--- config.mk ---
export PLATFORM = sky130hd
export DESIGN_NAME = rename_stage_flat
export DESIGN_NICKNAME = d
export VERILOG_FILES = /design/src/rtl/rename_stage_if.sv /design/src/rtl/rename_stage.sv /design/src/flat_wrapper.sv
export SDC_FILE = /design/constraint.sdc
export NUM_CORES = 1
export LEC_CHECK = 0
export ABC_AREA = 1
export CAP_MARGIN = 15
export CORE_MARGIN = 2
export CORE_UTILIZATION = 35
export CTS_BUF_LIST = sky130_fd_sc_hd__clkbuf_8
export CTS_CLUSTER_SIZE = 12
export DETAILED_ROUTE_END_ITERATION = 12
export GPL_ROUTABILITY_DRIVEN = 0
export GPL_TIMING_DRIVEN = 1
export PLACE_DENSITY = 0.5
export SLEW_MARGIN = 20
export SYNTH_ARGS = -nofsm -noshare
export SYNTH_HDL_FRONTEND = slang
export SYNTH_SLANG_ARGS = --single-unit
--- constraint.sdc ---
create_clock -name clk -period 12.25 [get_ports clk]
set_input_delay 2.45 -clock clk [delete_from_list [all_inputs] [get_ports clk]]
set_output_delay 2.45 -clock clk [all_outputs]
set_load 0.01 [all_outputs]
--- src/rtl/rename_stage_if.sv ---
// Decode, dispatch, commit and flush signals of rename_stage bundled as one port.
// Source-lookup signals exist only when RENAME_SRC_LOOKUP_EN is defined.
interface rename_stage_if #(
  parameter int DSTS      = 2,
  parameter int PR_ADDR_W = 5
);
  logic                      flush;
  logic                      in_valid;
  logic                      in_ready;
  logic [4*DSTS-1:0]         in_dst_arch;
  logic [DSTS-1:0]           in_dst_mask;
  logic                      out_valid;
  logic                      out_ready;
  logic [4*DSTS-1:0]         out_dst_arch;
  logic [PR_ADDR_W*DSTS-1:0] out_dst_phys;
  logic [DSTS-1:0]           out_dst_mask;
  logic                      commit_valid;
  logic [4*DSTS-1:0]         commit_arch;
  logic [PR_ADDR_W*DSTS-1:0] commit_phys;
  logic [DSTS-1:0]           commit_mask;
`ifdef RENAME_SRC_LOOKUP_EN
  logic [7:0]                in_src_arch;
  logic [2*PR_ADDR_W-1:0]    out_src_phys;
`endif

  modport master (
`ifdef RENAME_SRC_LOOKUP_EN
    output in_src_arch,
    input  out_src_phys,
`endif
    output flush, in_valid, in_dst_arch, in_dst_mask, out_ready,
    output commit_valid, commit_arch, commit_phys, commit_mask,
    input  in_ready, out_valid, out_dst_arch, out_dst_phys, out_dst_mask
  );

  modport slave (
`ifdef RENAME_SRC_LOOKUP_EN
    input  in_src_arch,
    output out_src_phys,
`endif
    input  flush, in_valid, in_dst_arch, in_dst_mask, out_ready,
    input  commit_valid, commit_arch, commit_phys, commit_mask,
    output in_ready, out_valid, out_dst_arch, out_dst_phys, out_dst_mask
  );
endinterface

--- src/rtl/rename_stage.sv ---
// In-order register renamer: speculative + committed RAT and free pool held in flops,
// one registered output stage. Optional source lookup under RENAME_SRC_LOOKUP_EN.
module rename_stage #(
  parameter int ARCH_REGS = 10,
  parameter int HARD_REGS = 2,
  parameter int PHYS_REGS = 32,
  parameter int PR_ADDR_W = 5,
  parameter int DSTS      = 2
) (
  input logic           clk,
  input logic           rst,
  rename_stage_if.slave bus
);
  typedef logic [PR_ADDR_W-1:0]                 preg_t;
  typedef logic [3:0]                           areg_t;
  typedef logic [ARCH_REGS-1:0][PR_ADDR_W-1:0]  rat_t;

  localparam areg_t HARD_A = areg_t'(HARD_REGS);
  localparam areg_t ARCH_A = areg_t'(ARCH_REGS);

  function automatic rat_t ident_rat();
    rat_t r;
    for (int a = 0; a < ARCH_REGS; a++) r[a] = preg_t'(a);
    return r;
  endfunction

  localparam rat_t                 RAT_RST   = ident_rat();
  localparam logic [PHYS_REGS-1:0] FREE_RST  = {{(PHYS_REGS-ARCH_REGS){1'b1}}, {ARCH_REGS{1'b0}}};
  localparam logic [PHYS_REGS-1:0] FREE_SOFT = {{(PHYS_REGS-HARD_REGS){1'b1}}, {HARD_REGS{1'b0}}};

  rat_t                      spec_rat_q, spec_rat_d;
  rat_t                      comm_rat_q, comm_rat_d;
  logic [PHYS_REGS-1:0]      free_q, free_d;
  logic                      out_valid_q, out_valid_d;
  logic [4*DSTS-1:0]         out_arch_q, out_arch_d;
  logic [PR_ADDR_W*DSTS-1:0] out_phys_q, out_phys_d;
  logic [DSTS-1:0]           out_mask_q, out_mask_d;

  areg_t                     lane_arch [DSTS];
  preg_t                     lane_phys [DSTS];
  logic  [DSTS-1:0]          lane_ren;
  logic  [PHYS_REGS-1:0]     avail;
  logic                      found;
  logic                      alloc_ok;
  logic                      accept;
  areg_t                     c_arch;
  preg_t                     c_phys;

  // Lanes pick the lowest free regs in lane order; alloc_ok only if every renaming lane found one.
  always_comb begin
    // NOTE: every combinational output gets a default before any branch, so no latch is inferred.
    avail    = free_q;
    found    = 1'b0;
    alloc_ok = 1'b1;
    lane_ren = '0;
    for (int k = 0; k < DSTS; k++) begin
      lane_arch[k] = bus.in_dst_arch[4*k +: 4];
      lane_phys[k] = '0;
      lane_ren[k]  = bus.in_dst_mask[k] && (lane_arch[k] >= HARD_A);
      if (bus.in_dst_mask[k] && !lane_ren[k]) lane_phys[k] = preg_t'(lane_arch[k]);
      if (lane_ren[k]) begin
        found = 1'b0;
        for (int p = 0; p < PHYS_REGS; p++) begin
          if (!found && avail[p]) begin
            found        = 1'b1;
            lane_phys[k] = preg_t'(p);
            avail[p]     = 1'b0;
          end
        end
        if (!found) alloc_ok = 1'b0;
      end
    end
  end

  assign bus.in_ready = (~out_valid_q | bus.out_ready) & ~bus.flush & alloc_ok;
  assign accept       = bus.in_valid & bus.in_ready;

`ifdef RENAME_SRC_LOOKUP_EN
  logic [2*PR_ADDR_W-1:0] src_phys_q, src_phys_d, src_lookup;
  areg_t                  src_a;

  // Sources read the RAT as it stood before this micro-op's own destination writes.
  always_comb begin
    src_lookup = '0;
    src_a      = '0;
    for (int s = 0; s < 2; s++) begin
      src_a = bus.in_src_arch[4*s +: 4];
      if (src_a < HARD_A)      src_lookup[PR_ADDR_W*s +: PR_ADDR_W] = preg_t'(src_a);
      else if (src_a < ARCH_A) src_lookup[PR_ADDR_W*s +: PR_ADDR_W] = spec_rat_q[src_a];
    end
  end

  assign bus.out_src_phys = src_phys_q;
`endif

  always_comb begin
    spec_rat_d  = spec_rat_q;
    comm_rat_d  = comm_rat_q;
    free_d      = free_q;
    out_valid_d = out_valid_q;
    out_arch_d  = out_arch_q;
    out_phys_d  = out_phys_q;
    out_mask_d  = out_mask_q;
    c_arch      = '0;
    c_phys      = '0;
`ifdef RENAME_SRC_LOOKUP_EN
    src_phys_d  = src_phys_q;
`endif

    if (bus.commit_valid) begin
      for (int k = 0; k < DSTS; k++) begin
        c_arch = bus.commit_arch[4*k +: 4];
        c_phys = bus.commit_phys[PR_ADDR_W*k +: PR_ADDR_W];
        if (bus.commit_mask[k] && c_arch >= HARD_A && c_arch < ARCH_A) begin
          free_d[comm_rat_d[c_arch]] = 1'b1;
          comm_rat_d[c_arch]         = c_phys;
        end
      end
    end

    if (bus.flush) begin
      // Rebuild from the committed view, including this cycle's commit.
      spec_rat_d = comm_rat_d;
      free_d     = FREE_SOFT;
      for (int a = 0; a < ARCH_REGS; a++) free_d[comm_rat_d[a]] = 1'b0;
      out_valid_d = 1'b0;
    end else if (accept) begin
      for (int k = 0; k < DSTS; k++) begin
        out_phys_d[PR_ADDR_W*k +: PR_ADDR_W] = lane_phys[k];
        if (lane_ren[k]) begin
          free_d[lane_phys[k]] = 1'b0;
          if (lane_arch[k] < ARCH_A) spec_rat_d[lane_arch[k]] = lane_phys[k];
        end
      end
      out_valid_d = 1'b1;
      out_arch_d  = bus.in_dst_arch;
      out_mask_d  = bus.in_dst_mask;
`ifdef RENAME_SRC_LOOKUP_EN
      src_phys_d  = src_lookup;
`endif
    end else if (bus.out_ready) begin
      out_valid_d = 1'b0;
    end
  end

  always_ff @(posedge clk or posedge rst) begin
    if (rst) begin
      // NOTE: the RATs and free pool are flops rather than RAM, so they take a reset value.
      spec_rat_q  <= RAT_RST;
      comm_rat_q  <= RAT_RST;
      free_q      <= FREE_RST;
      out_valid_q <= 1'b0;
      out_arch_q  <= '0;
      out_phys_q  <= '0;
      out_mask_q  <= '0;
`ifdef RENAME_SRC_LOOKUP_EN
      src_phys_q  <= '0;
`endif
    end else begin
      // NOTE: state uses non-blocking assignment so every flop samples pre-edge values.
      spec_rat_q  <= spec_rat_d;
      comm_rat_q  <= comm_rat_d;
      free_q      <= free_d;
      out_valid_q <= out_valid_d;
      out_arch_q  <= out_arch_d;
      out_phys_q  <= out_phys_d;
      out_mask_q  <= out_mask_d;
`ifdef RENAME_SRC_LOOKUP_EN
      src_phys_q  <= src_phys_d;
`endif
    end
  end

  assign bus.out_valid    = out_valid_q;
  assign bus.out_dst_arch = out_arch_q;
  assign bus.out_dst_phys = out_phys_q;
  assign bus.out_dst_mask = out_mask_q;
endmodule

--- src/flat_wrapper.sv ---
// flat-port wrapper written by rule: the top's interface ports become plain ports
module rename_stage_flat 
#(
  parameter int ARCH_REGS = 10,
  parameter int HARD_REGS = 2,
  parameter int PHYS_REGS = 32,
  parameter int PR_ADDR_W = 5,
  parameter int DSTS      = 2
)
  (clk, rst, bus_flush, bus_in_valid, bus_in_dst_arch, bus_in_dst_mask, bus_out_ready, bus_commit_valid, bus_commit_arch, bus_commit_phys, bus_commit_mask, bus_in_ready, bus_out_valid, bus_out_dst_arch, bus_out_dst_phys, bus_out_dst_mask);
  rename_stage_if #(.DSTS(DSTS), .PR_ADDR_W(PR_ADDR_W)) bus_i ();
  input logic clk;
  input logic rst;
  input wire logic [$bits(bus_i.flush)-1:0] bus_flush;
  input wire logic [$bits(bus_i.in_valid)-1:0] bus_in_valid;
  input wire logic [$bits(bus_i.in_dst_arch)-1:0] bus_in_dst_arch;
  input wire logic [$bits(bus_i.in_dst_mask)-1:0] bus_in_dst_mask;
  input wire logic [$bits(bus_i.out_ready)-1:0] bus_out_ready;
  input wire logic [$bits(bus_i.commit_valid)-1:0] bus_commit_valid;
  input wire logic [$bits(bus_i.commit_arch)-1:0] bus_commit_arch;
  input wire logic [$bits(bus_i.commit_phys)-1:0] bus_commit_phys;
  input wire logic [$bits(bus_i.commit_mask)-1:0] bus_commit_mask;
  output wire logic [$bits(bus_i.in_ready)-1:0] bus_in_ready;
  output wire logic [$bits(bus_i.out_valid)-1:0] bus_out_valid;
  output wire logic [$bits(bus_i.out_dst_arch)-1:0] bus_out_dst_arch;
  output wire logic [$bits(bus_i.out_dst_phys)-1:0] bus_out_dst_phys;
  output wire logic [$bits(bus_i.out_dst_mask)-1:0] bus_out_dst_mask;
  assign bus_i.flush = bus_flush;
  assign bus_i.in_valid = bus_in_valid;
  assign bus_i.in_dst_arch = bus_in_dst_arch;
  assign bus_i.in_dst_mask = bus_in_dst_mask;
  assign bus_i.out_ready = bus_out_ready;
  assign bus_i.commit_valid = bus_commit_valid;
  assign bus_i.commit_arch = bus_commit_arch;
  assign bus_i.commit_phys = bus_commit_phys;
  assign bus_i.commit_mask = bus_commit_mask;
  assign bus_in_ready = bus_i.in_ready;
  assign bus_out_valid = bus_i.out_valid;
  assign bus_out_dst_arch = bus_i.out_dst_arch;
  assign bus_out_dst_phys = bus_i.out_dst_phys;
  assign bus_out_dst_mask = bus_i.out_dst_mask;
  rename_stage #(.ARCH_REGS(ARCH_REGS), .HARD_REGS(HARD_REGS), .PHYS_REGS(PHYS_REGS), .PR_ADDR_W(PR_ADDR_W), .DSTS(DSTS)) u_core (.clk(clk), .rst(rst), .bus(bus_i));
endmodule
==> results.cfg, run 1 <==
[cts]
clockBufferDepth = 2
cts.sinks = 103
cts_root_buf = clkbuf_8
cts_buffers = 9
clkTransAtPathRegs_ps = 110
cts.repair.resized = 0
hold_buffers = 0
post_cts_buffers = 0
h-tree-depth = 3
clk_latency_ps = 450
cts_tree = built

[routing]
via_per_inst = 5.78
wl_um = 49000
top_layer_used = met4
drc = 0
dr.pass1.iters = 9
avgRoutedWirePerCell_um = 21.1
dr_wl_met2_um = 22500
drt_iter0_drc = 1639
m1WireLength_um = 20600
met3_length_um = 4060
vias = 13430
ant_nets = 0

[run]
cap_violations = 0

[timing]
skew_ps = 17.6
period_minus_slack_ps = 8940
hold_viol = 0
setup_violations = 0
max_slew_margin_pct = 28.3
report.final.slew_viol_count = 0
rsz0062_at_grt = no
fin_tns_setup_ps = 0
timing.fmax_mhz = 112
tightest_slew_ps = 1070
fin_crit_sh_pct = 73.0

[placed_design]
io_buffers = 57
dpl-instance-area_mm2 = 0.0121
dpl.hpwl_um = 39400

[worst_hold_path]
hold_path.class = flop to flop
min_to = u_core.comm_rat_q[5]$_DFF_PP1_
min_from = u_core.comm_rat_q[5]$_DFF_PP1_
whs_path_depth = 0

[worst_setup_path]
r2r_cells = 28
crit_fanout = 24
crit_buf_inv = 7
crit_family = simple AND/OR/NAND/NOR gates
timing.rr.end = u_core.free_q[16]$_DFF_PP1_
rrSetupSlack_ps = 7730
required_ps = 9800
r2r-start = u_core.free_q[0]$_DFF_PP0_
worstPathArrival_ps = 6490
slowest_delay_ps = 480
startpoint_type = input pin
cp.depth = 26
crit_type = input pin to primary output
path_common_cell = nand4_1
cpMaxStageDelayCell = clkdlybuf4s50_1
worst_setup_path_end_kind = primary output

[synthesis]
syn_area_per_cell_um2 = 5.96
syn-cell-area_mm2 = 0.0112
yosys_warnings = 0
ys_async_sr_fraction_pct = 100
yosys_register_bits = 103
synth_edf_count = 0
syn_inst = 1881
synth_common_cells = nand2_1, inv_1, nor2_1, o22ai_1, o21ai_0
ys_types = 53
synth_flop_cell = dfrtp_1
synth.most_common_cell = nand2_1
yosysTopAreaCellShare_pct = 17.1
yosys-top-cells-area = nand2_1, dfrtp_1, inv_1
seq_area_frac_synth_pct = 23.4
yosysTopAreaCell = nand2_1
synth_fp_nets = 1917

[floorplanning]
die_w_um = 183
coreArea_mm2 = 0.0316
dieHeight_um = 183
rows = 65
die_area_mm2 = 0.0335
io_pins = 58
initial_core_util_pct = 35.5

[cells_and_area]
antenna-diode-count = 0
fin_util_pct = 39.2
stdcell_area_mm2 = 0.0124
regArea_mm2 = 0.00262
drive_gt1_share_pct = 6.77
multiInputGateArea_mm2 = 0.00719
area_growth_pct = 10.3
fillCellCount = 3545
nets = 1951

[grt]
grt.total_usage_pct = 29.2
overflow = 0
grt_max_degree = 74
grt_pass1_wl_um = 74700
grt_pass1_vias = 12774
antenna_found_initial = 0

[pwr]
power.static_leakage_nw = 5.86
powerDensity_mw_per_mm2 = 115
ir_drop_mv = 0.0588

[outcome]
status = finished clean
==> flip-flops by register name (all words and copies together), names as in the netlist <==
name                     flops
u_core.free_q               32
u_core.bus.out_dst_mask      2
u_core.bus.out_dst_phys     10
u_core.bus.out_dst_arch      8
u_core.bus.out_valid         1
u_core.comm_rat_q           50
==> worst max-delay path by stage <==
| stage | start | endpoint | slack (ps) |
|---|---|---|---|
| after global placement | bus_in_dst_arch[3] | bus_in_ready | 3290 |
| after detailed placement | bus_in_dst_arch[3] | bus_in_ready | 3270 |
| after CTS | bus_in_dst_arch[3] | bus_in_ready | 3260 |
| final | bus_in_dst_arch[3] | bus_in_ready | 3310 |
| after floorplan | bus_in_dst_arch[1] | bus_in_ready | 5000 |
| after global routing | bus_in_dst_arch[3] | bus_in_ready | 2720 |
==> stage by stage <==
stage | cells | setup slack [ps] | hold WS, ps | total power, mW
after floorplan | 1881 | 5000 | 451 | 0.904
after global placement | 2306 | 3290 | 381 | 1.15
after detailed placement | 2306 | 3270 | 383 | 1.15
after CTS | 2322 | 3260 | 399 | 1.41
after global routing | 2322 | 2720 | 405 | 1.51
final | 2322 | 3310 | 399 | 1.42
==> where the power goes <==
part / total, mW / leakage [nW] / switching [mW] / internal [mW]
Combinational: 0.697 / 4.58 / 0.509 / 0.187
Clock: 0.252 / 0.108 / 0.148 / 0.104
Sequential: 0.475 / 1.17 / 0.0573 / 0.418
==> kinds of logic after synthesis <==
group,Yosys count,synth area share (%)
AND/OR/NAND/NOR,947,36.9
multiplexers,8,0.714
AO/OA/AOI/OAI,465,26.6
buffers and inverters,358,12.4
flip-flops,103,23.4
==> area by class of cell <==
type                            count  area share, %
Multi-Input combinational cell   1420           58.2
Sequential cell                   103           21.2
Inverter                          313           9.54
Timing Repair Buffer               68           5.24
Tap cell                          402           4.07
Clock buffer                       10           1.11
Clock inverter                      6          0.617
==> per-layer routing <==
layer | global-route usage, % | up-vias
met5 | 0 | -
met4 | 10.3 | 0
met3 | 5.90 | 119
met2 | 48.8 | 672
met1 | 37.5 | 6212
li1 | - | 6427
==> cells in the final DEF (no fill, tap or decap), drive strengths merged, types with 30 or more instances in the layout <==
cell type,instances
a21oi,85
a221oi,40
clkdlybuf4s50,56
dfrtp,66
dfstp,37
inv,309
nand2,520
nand3,62
nand4,40
nor2,267
nor3,30
o21ai,109
o22ai,108
No activity file was read; power rests on OpenSTA's default activity.
==> inputs of run 2 (changes only) <==
- clock period: 12.25 -> 8.8 ns (I/O delays scaled with it)
==> run 2 against run 1 <==
Against the previous run: clock-buffer cell count grew 1; highest routed layer unchanged; die area unchanged; flip-flop and latch count unchanged.
==> results.cfg, run 2 (same netlist as run 1, synthesis figures left out) <==
[outcome]
status = finished clean

[timing]
period_minus_slack_ps = 7530
hold_viol = 0
report.final.slew_viol_count = 0
whs_ps = 397
rsz0062_at_grt = no
skew_ps = 20.0
fin_crit_sh_pct = 85.5
timing.fmax_mhz = 133
max_slew_margin_pct = 30.5
fin_tns_setup_ps = 0
setup_violations = 0
tightest_slew_ps = 1030

[floorplanning]
coreArea_mm2 = 0.0316
io_pins = 58
die_w_um = 183
rows = 65
die_area_mm2 = 0.0335
initial_core_util_pct = 35.5
dieHeight_um = 183

[cells_and_area]
nets = 1953
regArea_mm2 = 0.00262
area_growth_pct = 10.4
antenna-diode-count = 0
multiInputGateArea_mm2 = 0.00719
largest-register = u_core.comm_rat_q
layout_common_cells = nand2_1, inv_1, nor2_1
largest_reg_flops = 50
drive_gt1_share_pct = 6.87
fin_util_pct = 39.2
fillCellCount = 3538
mostFrequentLayoutCell = nand2_1

[cts]
clkTransAtPathRegs_ps = 110
cts_tree = built
cts_buffers = 9
post_cts_buffers = 0
cts_root_buf = clkbuf_8
clockBufferDepth = 2
h-tree-depth = 3
hold_buffers = 0
cts.sinks = 103
cts.repair.resized = 0
clk_latency_ps = 440

[worst_setup_path]
rrSetupSlack_ps = 4440
crit_fanout = 24
worst_setup_path_end_kind = primary output
worstPathArrival_ps = 5770
crit_type = input pin to primary output
startpoint_type = input pin
required_ps = 7040

[pwr]
power.static_leakage_nw = 5.87
total_power_mw = 1.99
ir_drop_mv = 0.118
powerDensity_mw_per_mm2 = 161

[grt]
overflow = 0
grt_pass1_vias = 12840
grt.total_usage_pct = 29.1
antenna_found_initial = 0
grt_max_degree = 67
grt_pass1_wl_um = 74400

[placed_design]
io_buffers = 57
dpl.hpwl_um = 39600

[routing]
drc = 0
via_per_inst = 5.89
avgRoutedWirePerCell_um = 21.2
wl_um = 49200
vias = 13686
dr.pass1.iters = 6
drt_iter0_drc = 1769
ant_nets = 0

[run]
cap_violations = 0

[worst_hold_path]
hold_path.class = flop to flop
-- run 2: changes by cell type in the layout (fill, tap and decap cells not counted) --
cell        before  now
clkinv_4         0    3
inv_8            3    0
buf_4           11   13
clkbuf_8        10   11
clkinv_2         1    0
clkinvlp_4       1    0
inv_6            0    1
-- run 2: critical path: stages --
cell,delay (ps)
clkdlybuf4s50_1,490
nor2_1,60
nand2_1,100
nand2_1,70
buf_4,220
o21ai_0,390
nand4_1,140
nor2_1,190
nand4_1,100
nor2_1,250
nand4_1,130
nor2_1,140
nand4_1,110
nor2_2,140
nand4_1,130
nor2_2,150
nand4_2,120
nor2_4,150
nand4_2,110
inv_2,110
nand4_1,80
nand3b_1,110
inv_2,50
clkdlybuf4s50_1,470
-- run 2: layer usage --
layer  wire, µm  up-vias  track usage [%]
li1           -     6434                -
met1      20300     6341             37.5
met2      22500      757             48.0
met3       4350      154             5.70
met4       2080        0             11.6
met5          0        -                0
-- run 2: power by group --
group / switching [mW] / internal [mW]
clock network: 0.210 / 0.150
registers: 0.0809 / 0.582
logic: 0.708 / 0.262
-- run 2: per-stage QoR --
stage | setup WS (ps) | area [µm²] | std cells
5_1_grt | 679 | 12400 | 2324
4_1_cts | 1240 | 12400 | 2324
3_3_place_gp | 1320 | 12200 | 2308
2_1_floorplan | 2930 | 11200 | 1881
3_5_place_dp | 1260 | 12200 | 2308
6_report | 1270 | 12400 | 2324
-- run 2: layout make-up --
class,instances,share of cell area (%)
Timing Repair Buffer,70,5.36
Sequential cell,103,21.2
Clock inverter,5,0.526
Multi-Input combinational cell,1420,58.1
Tap cell,402,4.06
Inverter,313,9.53
Clock buffer,11,1.22
-- run 2: worst paths after layout --
| check | depth (start not counted) | endpoint | start |
|---|---|---|---|
| max reg2reg | 28 | u_core.free_q[16]$_DFF_PP1_ | u_core.free_q[0]$_DFF_PP0_ |
| min in group asynchronous | 2 | u_core.bus.out_dst_arch[0]$_DFFE_PP0P_ | rst |
| max in group asynchronous | 3 | u_core.comm_rat_q[41]$_DFF_PP0_ | rst |
| min reg2reg | 0 | u_core.comm_rat_q[5]$_DFF_PP1_ | u_core.comm_rat_q[5]$_DFF_PP1_ |
| max | 24 | bus_in_ready | bus_in_dst_arch[3] |
| min | 0 | u_core.comm_rat_q[5]$_DFF_PP1_ | u_core.comm_rat_q[5]$_DFF_PP1_ |
